[config.mk]
export PLATFORM = sky130hd
export DESIGN_NAME = counter_gen
export DESIGN_NICKNAME = d
export VERILOG_FILES = /design/src/rtl/counter_gen.sv
export SDC_FILE = /design/constraint.sdc
export NUM_CORES = 1
export LEC_CHECK = 0
export ABC_AREA = 1
export CELL_PAD_IN_SITES_DETAIL_PLACEMENT = 2
export CELL_PAD_IN_SITES_GLOBAL_PLACEMENT = 2
export CORE_ASPECT_RATIO = 1.2
export CORE_MARGIN = 5
export CORE_UTILIZATION = 24
export DETAILED_ROUTE_END_ITERATION = 8
export GPL_TIMING_DRIVEN = 0
export PLACE_DENSITY_LB_ADDON = 0.1
export SLEW_MARGIN = 20
export SYNTH_ARGS = -nofsm -noshare
export SYNTH_HDL_FRONTEND = slang
export SYNTH_SLANG_ARGS = --single-unit
[constraint.sdc]
create_clock -name clk -period 1.4 [get_ports clk]
set_input_delay 0.28 -clock clk [delete_from_list [all_inputs] [get_ports clk]]
set_output_delay 0.28 -clock clk [all_outputs]
set_load 0.01 [all_outputs]
[src/rtl/counter_gen.sv]
// counter_gen: prescaled up/down counter with wrap or saturate at the bounds
// 0 and MAX_VAL, synchronous load, a one-cycle terminal-count pulse and a
// sticky overflow flag.
//
// Ports:
//   clk       in   single clock, all state changes on the rising edge
//   rst       in   synchronous reset, active-low
//   cnt_en    in   count enable; advances the prescaler
//   dir       in   1 = count up, 0 = count down (used only on a tick)
//   sat_mode  in   1 = saturate at the bound, 0 = wrap (used only on a tick)
//   load      in   synchronous load strobe, wins over a coincident tick
//   load_val  in   load value, clamped to MAX_VAL
//   clr_ovf   in   clears the sticky ovf flag (a coincident set wins)
//   cnt       out  registered counter value, always within 0..MAX_VAL
//   tc        out  one-cycle pulse after every tick that hits a bound
//   ovf       out  sticky flag, set on every tick that hits a bound
module counter_gen #(
    parameter int WIDTH    = 6,
    parameter int RST_VAL  = 1,
    parameter int MAX_VAL  = 63,
    parameter int PRESCALE = 1
) (
    input  logic             clk,
    input  logic             rst,
    input  logic             cnt_en,
    input  logic             dir,
    input  logic             sat_mode,
    input  logic             load,
    input  logic [WIDTH-1:0] load_val,
    input  logic             clr_ovf,
    output logic [WIDTH-1:0] cnt,
    output logic             tc,
    output logic             ovf
);

    localparam logic [WIDTH-1:0] MAX_V    = WIDTH'(MAX_VAL);
    localparam logic [WIDTH-1:0] RST_V    = WIDTH'(RST_VAL);
    localparam int               PRE_W    = (PRESCALE > 1) ? $clog2(PRESCALE) : 1;
    localparam logic [PRE_W-1:0] PRE_LAST = PRE_W'(PRESCALE - 1);

    // Elaboration-time parameter sanity checks.
    if (WIDTH < 1 || WIDTH > 32) begin : g_bad_width
        $error("counter_gen: WIDTH out of range 1..32");
    end
    if (PRESCALE < 1 || PRESCALE > 65535) begin : g_bad_prescale
        $error("counter_gen: PRESCALE out of range 1..65535");
    end
    if (MAX_VAL < 1) begin : g_bad_max
        $error("counter_gen: MAX_VAL must be at least 1");
    end
    if (RST_VAL < 0 || RST_VAL > MAX_VAL) begin : g_bad_rst
        $error("counter_gen: RST_VAL out of range 0..MAX_VAL");
    end

    // Load values above the upper bound are clamped so cnt stays in range.
    function automatic logic [WIDTH-1:0] clamp_load(input logic [WIDTH-1:0] v);
        return (v > MAX_V) ? MAX_V : v;
    endfunction

    // One count step; at a bound either hold (saturate) or jump to the
    // opposite bound (wrap). The bound compare happens before the add, so
    // no WIDTH-bit carry or borrow ever reaches cnt.
    function automatic logic [WIDTH-1:0] step_count(input logic [WIDTH-1:0] c,
                                                    input logic             up,
                                                    input logic             sat);
        if (up) begin
            if (c == MAX_V) return sat ? MAX_V : '0;
            return c + WIDTH'(1);
        end
        if (c == '0) return sat ? '0 : MAX_V;
        return c - WIDTH'(1);
    endfunction

    logic [PRE_W-1:0] pre;
    logic             tick;
    logic             at_bound;

    // With PRESCALE=1, PRE_LAST is 0 and pre never leaves 0, so tick = cnt_en.
    assign tick = cnt_en && (pre == PRE_LAST);

    always_comb begin
        at_bound = 1'b0;
        if (dir) at_bound = (cnt == MAX_V);
        else     at_bound = (cnt == '0);
    end

    always_ff @(posedge clk) begin
        if (!rst) begin
            cnt <= RST_V;
            pre <= '0;
            tc  <= 1'b0;
            ovf <= 1'b0;
        end else begin
            tc <= 1'b0;
            if (load) begin
                // A tick landing on a load edge is dropped, prescale restarts.
                cnt <= clamp_load(load_val);
                pre <= '0;
            end else if (tick) begin
                cnt <= step_count(cnt, dir, sat_mode);
                pre <= '0;
                tc  <= at_bound;
            end else if (cnt_en) begin
                pre <= pre + PRE_W'(1);
            end
            // Set has priority over clear on the same edge.
            ovf <= (ovf & ~clr_ovf) | (tick & ~load & at_bound);
        end
    end

endmodule

==> metrics.yaml <==
run_status:
  status: "complete, but fails checks"
  violations: "negative setup slack"
power_and_ir_drop:
  power.internal_mw: 0.616
  switching_share_pct: 33.2
  seq_power_share_pct: 31.8
  p_sw_mw: 0.306
  power_frac_clock_pct: 33.0
  ir_drop_uv: 573
  total_leakage_power_nw: 0.573
  power_frac_comb_pct: 35.2
  powerDensity_nw_per_um2: 767
logic_synthesis:
  ys_types: 24
  netlist_instances: 123
  ys_warn_count: 0
  ys_ff_latch: 9
  syn_area_um2: 797
  yosysSeqAreaShare_pct: 22.6
  synth_top_area_share_pct: 22.6
  synth_top_area_cell: "dfxtp_1"
  syn_area_per_cell_um2: 6.48
  synth_area_leaders: "dfxtp_1, nand2_1, inv_1"
  synth_nets: 139
global_route:
  globalRouteOverflowTotal: 0
  first_global_vias: 1011
  grt_max_degree: 10
  grt_usage_pct: 12.8
  grt_pass1_wl_mm: 4.62
  antenna_found_initial: 0
detailed_routing:
  routed_wl_mm: 2.90
  drt-wirelength-per-cell_um: 15.3
  detail-route-antenna-nets: 0
  drtIter0Drc: 17
  drcViolationCount: 0
  via_per_inst: 4.75
  dr_total_vias: 897
  first_pass_iters: 4
timing:
  finalCriticalPeriod_ns: 1.42
  slew_violations: 0
  relSlewSlack_pct: 82.3
  final_hold_viol_count: 0
  setup_ws_ns: -0.0152
  final-setup-viol-count: 1
  fin_skew_ns: 0.00330
  rsz0062_at_grt: "yes"
  final.setup.tns_ns: -0.0152
  fmax_mhz: 707
  worstMarginPinSlew_ns: 0.265
  fin_crit_sh_pct: 101
finish:
  antenna_cells: 0
  final_area_um2: 1200
  layout.nets: 169
  syn_to_final_growth_pct: 50.9
  drive_gt1_share_pct: 27.0
place:
  dpl.hpwl_mm: 2.15
  routabilityCongestion: 0.772
  post_dp_cell_area_um2: 1030
  port-buffer-count: 19
worst_hold_path:
  min_to: "pre"
  hold_class: "input port to flop"
  min_path_cells: 2
  min_from: "load"
worst_setup_path:
  path_cells: "ha_4, nand3_4, nor2_4, nand2_2, nand2_4, nand2_1, nand3_1, nand2_1, a21oi_2"
  r2r-start: "cnt[0]"
  critPathArrivalTime_ns: 1.58
  cpPeakStageDelay_ns: 0.40
  slowest_stage: "dfxtp_4"
  cp-end-kind: "flop"
  critPathMaxFanout: 6
  ff2ff_path_depth: 9
  start_kind: "flop"
  r2r_end: "cnt[3]"
  crit_start: "cnt[0]"
  worst-path-buf-inv: 0
  required_ns: 1.57
  crit_family: "simple AND/OR/NAND/NOR gates"
  crit_type: "flop to flop"
  path_common_cell: "nand2_1"
  r2r_setup_slack_ns: -0.02
clock_network:
  clock_path_buffers: 2
  cts_htree_levels: 1
  cts_root_buffer: "clkbuf_8"
  clk_latency_ns: 0.23
  numCtsBuffers: 3
  cts.sinks: 9
  cts_tree: "yes"
  cts.clk_slew.worst_paths_ns: 0.05
floorplanning:
  initial_core_util_pct: 24.3
  core_area_um2: 3280
  io_pins: 21
  std_cell_rows: 23
  chipWidth_um: 62.6
  die_y_um: 73.1
  dieArea_um2: 4580
flow_run:
  max_cap_violations: 0
[synthesized netlist by cell type, drive strengths merged]
cell type / n
a21oi: 6
buf: 4
dfxtp: 9
ha: 3
inv: 19
nand2: 35
nand3: 12
nand4: 1
nor2: 16
nor4: 1
o211ai: 3
o21ai: 11
o22ai: 1
xor2: 2
[repair_timing]
item,4_1_cts,5_1_grt
gates resized for setup,14,17
hold buffers,0,0
pin swaps,0,4
setup endpoints to repair,10,10
cloned,0,0
setup buffers,0,6
[power groups by stage]
stage / Sequential [mW] / Combinational (mW) / Clock (mW)
2_1_floorplan: 0.298 / 0.181 / 0
3_5_place_dp: 0.295 / 0.299 / 0
5_1_grt: 0.296 / 0.362 / 0.326
4_1_cts: 0.293 / 0.306 / 0.315
6_report: 0.294 / 0.325 / 0.304
3_3_place_gp: 0.294 / 0.293 / 0
[metal layers]
| layer | part of all wire, % | global-route usage, % |
|---|---|---|
| met3 | 4.5 | 4.31 |
| met2 | 54 | 25.8 |
| met4 | 0 | 1.65 |
| met5 | 0 | 0 |
| met1 | 41 | 12.8 |
[cells in the final DEF, fill, tap and decap left out, types with 4 or more instances in the layout]
master            n
o21ai_0           6
inv_2             4
a21oi_1           4
nand3_1           8
inv_1            14
nand2_1          31
buf_4             6
dlygate4sd2_1     4
clkdlybuf4s50_1  12
dfxtp_1           6
nor2_1           10
[stage by stage]
stage / std cells / power [mW] / utilization (%) / hold WS [ns] / worst slack [ns]
6_report: 189 / 0.923 / 36.7 / 0.414 / -0.0152
5_1_grt: 189 / 0.984 / 36.7 / 0.430 / -0.0919
4_1_cts: 183 / 0.914 / 33.8 / 0.419 / 0.00507
3_5_place_dp: 179 / 0.594 / 31.5 / 0.464 / -0.153
3_3_place_gp: 179 / 0.587 / 31.5 / 0.429 / -0.123
2_1_floorplan: 123 / 0.479 / - / 0.357 / 0.0348
[cell families (layout without fill, tap and decap cells)]
kind of cell / count (synthesis) / after routing / share of synthesized area [%]
and+or+nand+nor: 65 / 65 / 40.5
AOI/OAI and AO/OA: 21 / 21 / 16.2
xor gates and xnor gates: 2 / 2 / 2.20
adders and majority gates: 3 / 3 / 4.71
DFF: 9 / 9 / 22.6
buffers and inverters: 23 / 52 / 13.8
[area by class of cell]
cell class                      count  area, µm²
Sequential cell                     9        189
Fill cell                         399       2080
Buffer                              4       38.8
Multi-Input combinational cell     91        569
Inverter                           19       76.3
Tap cell                           37       46.3
Timing Repair Buffer               25        238
Clock buffer                        4       45.0
[state kept, by name (all words and copies together), names as in the netlist]
signal	cells
cnt	6
ovf	1
pre	1
tc	1
[worst max-delay path by stage]
stage | end | slack, ns | depth (start not counted)
2_1_floorplan | cnt[0] | 0.03 | 8
3_3_place_gp | ovf | -0.12 | 7
3_5_place_dp | cnt[3] | -0.15 | 9
4_1_cts | cnt[4] | 0.005 | 1
5_1_grt | cnt[3] | -0.09 | 9
6_report | cnt[3] | -0.02 | 9
(Power assumes the default switching activity.)
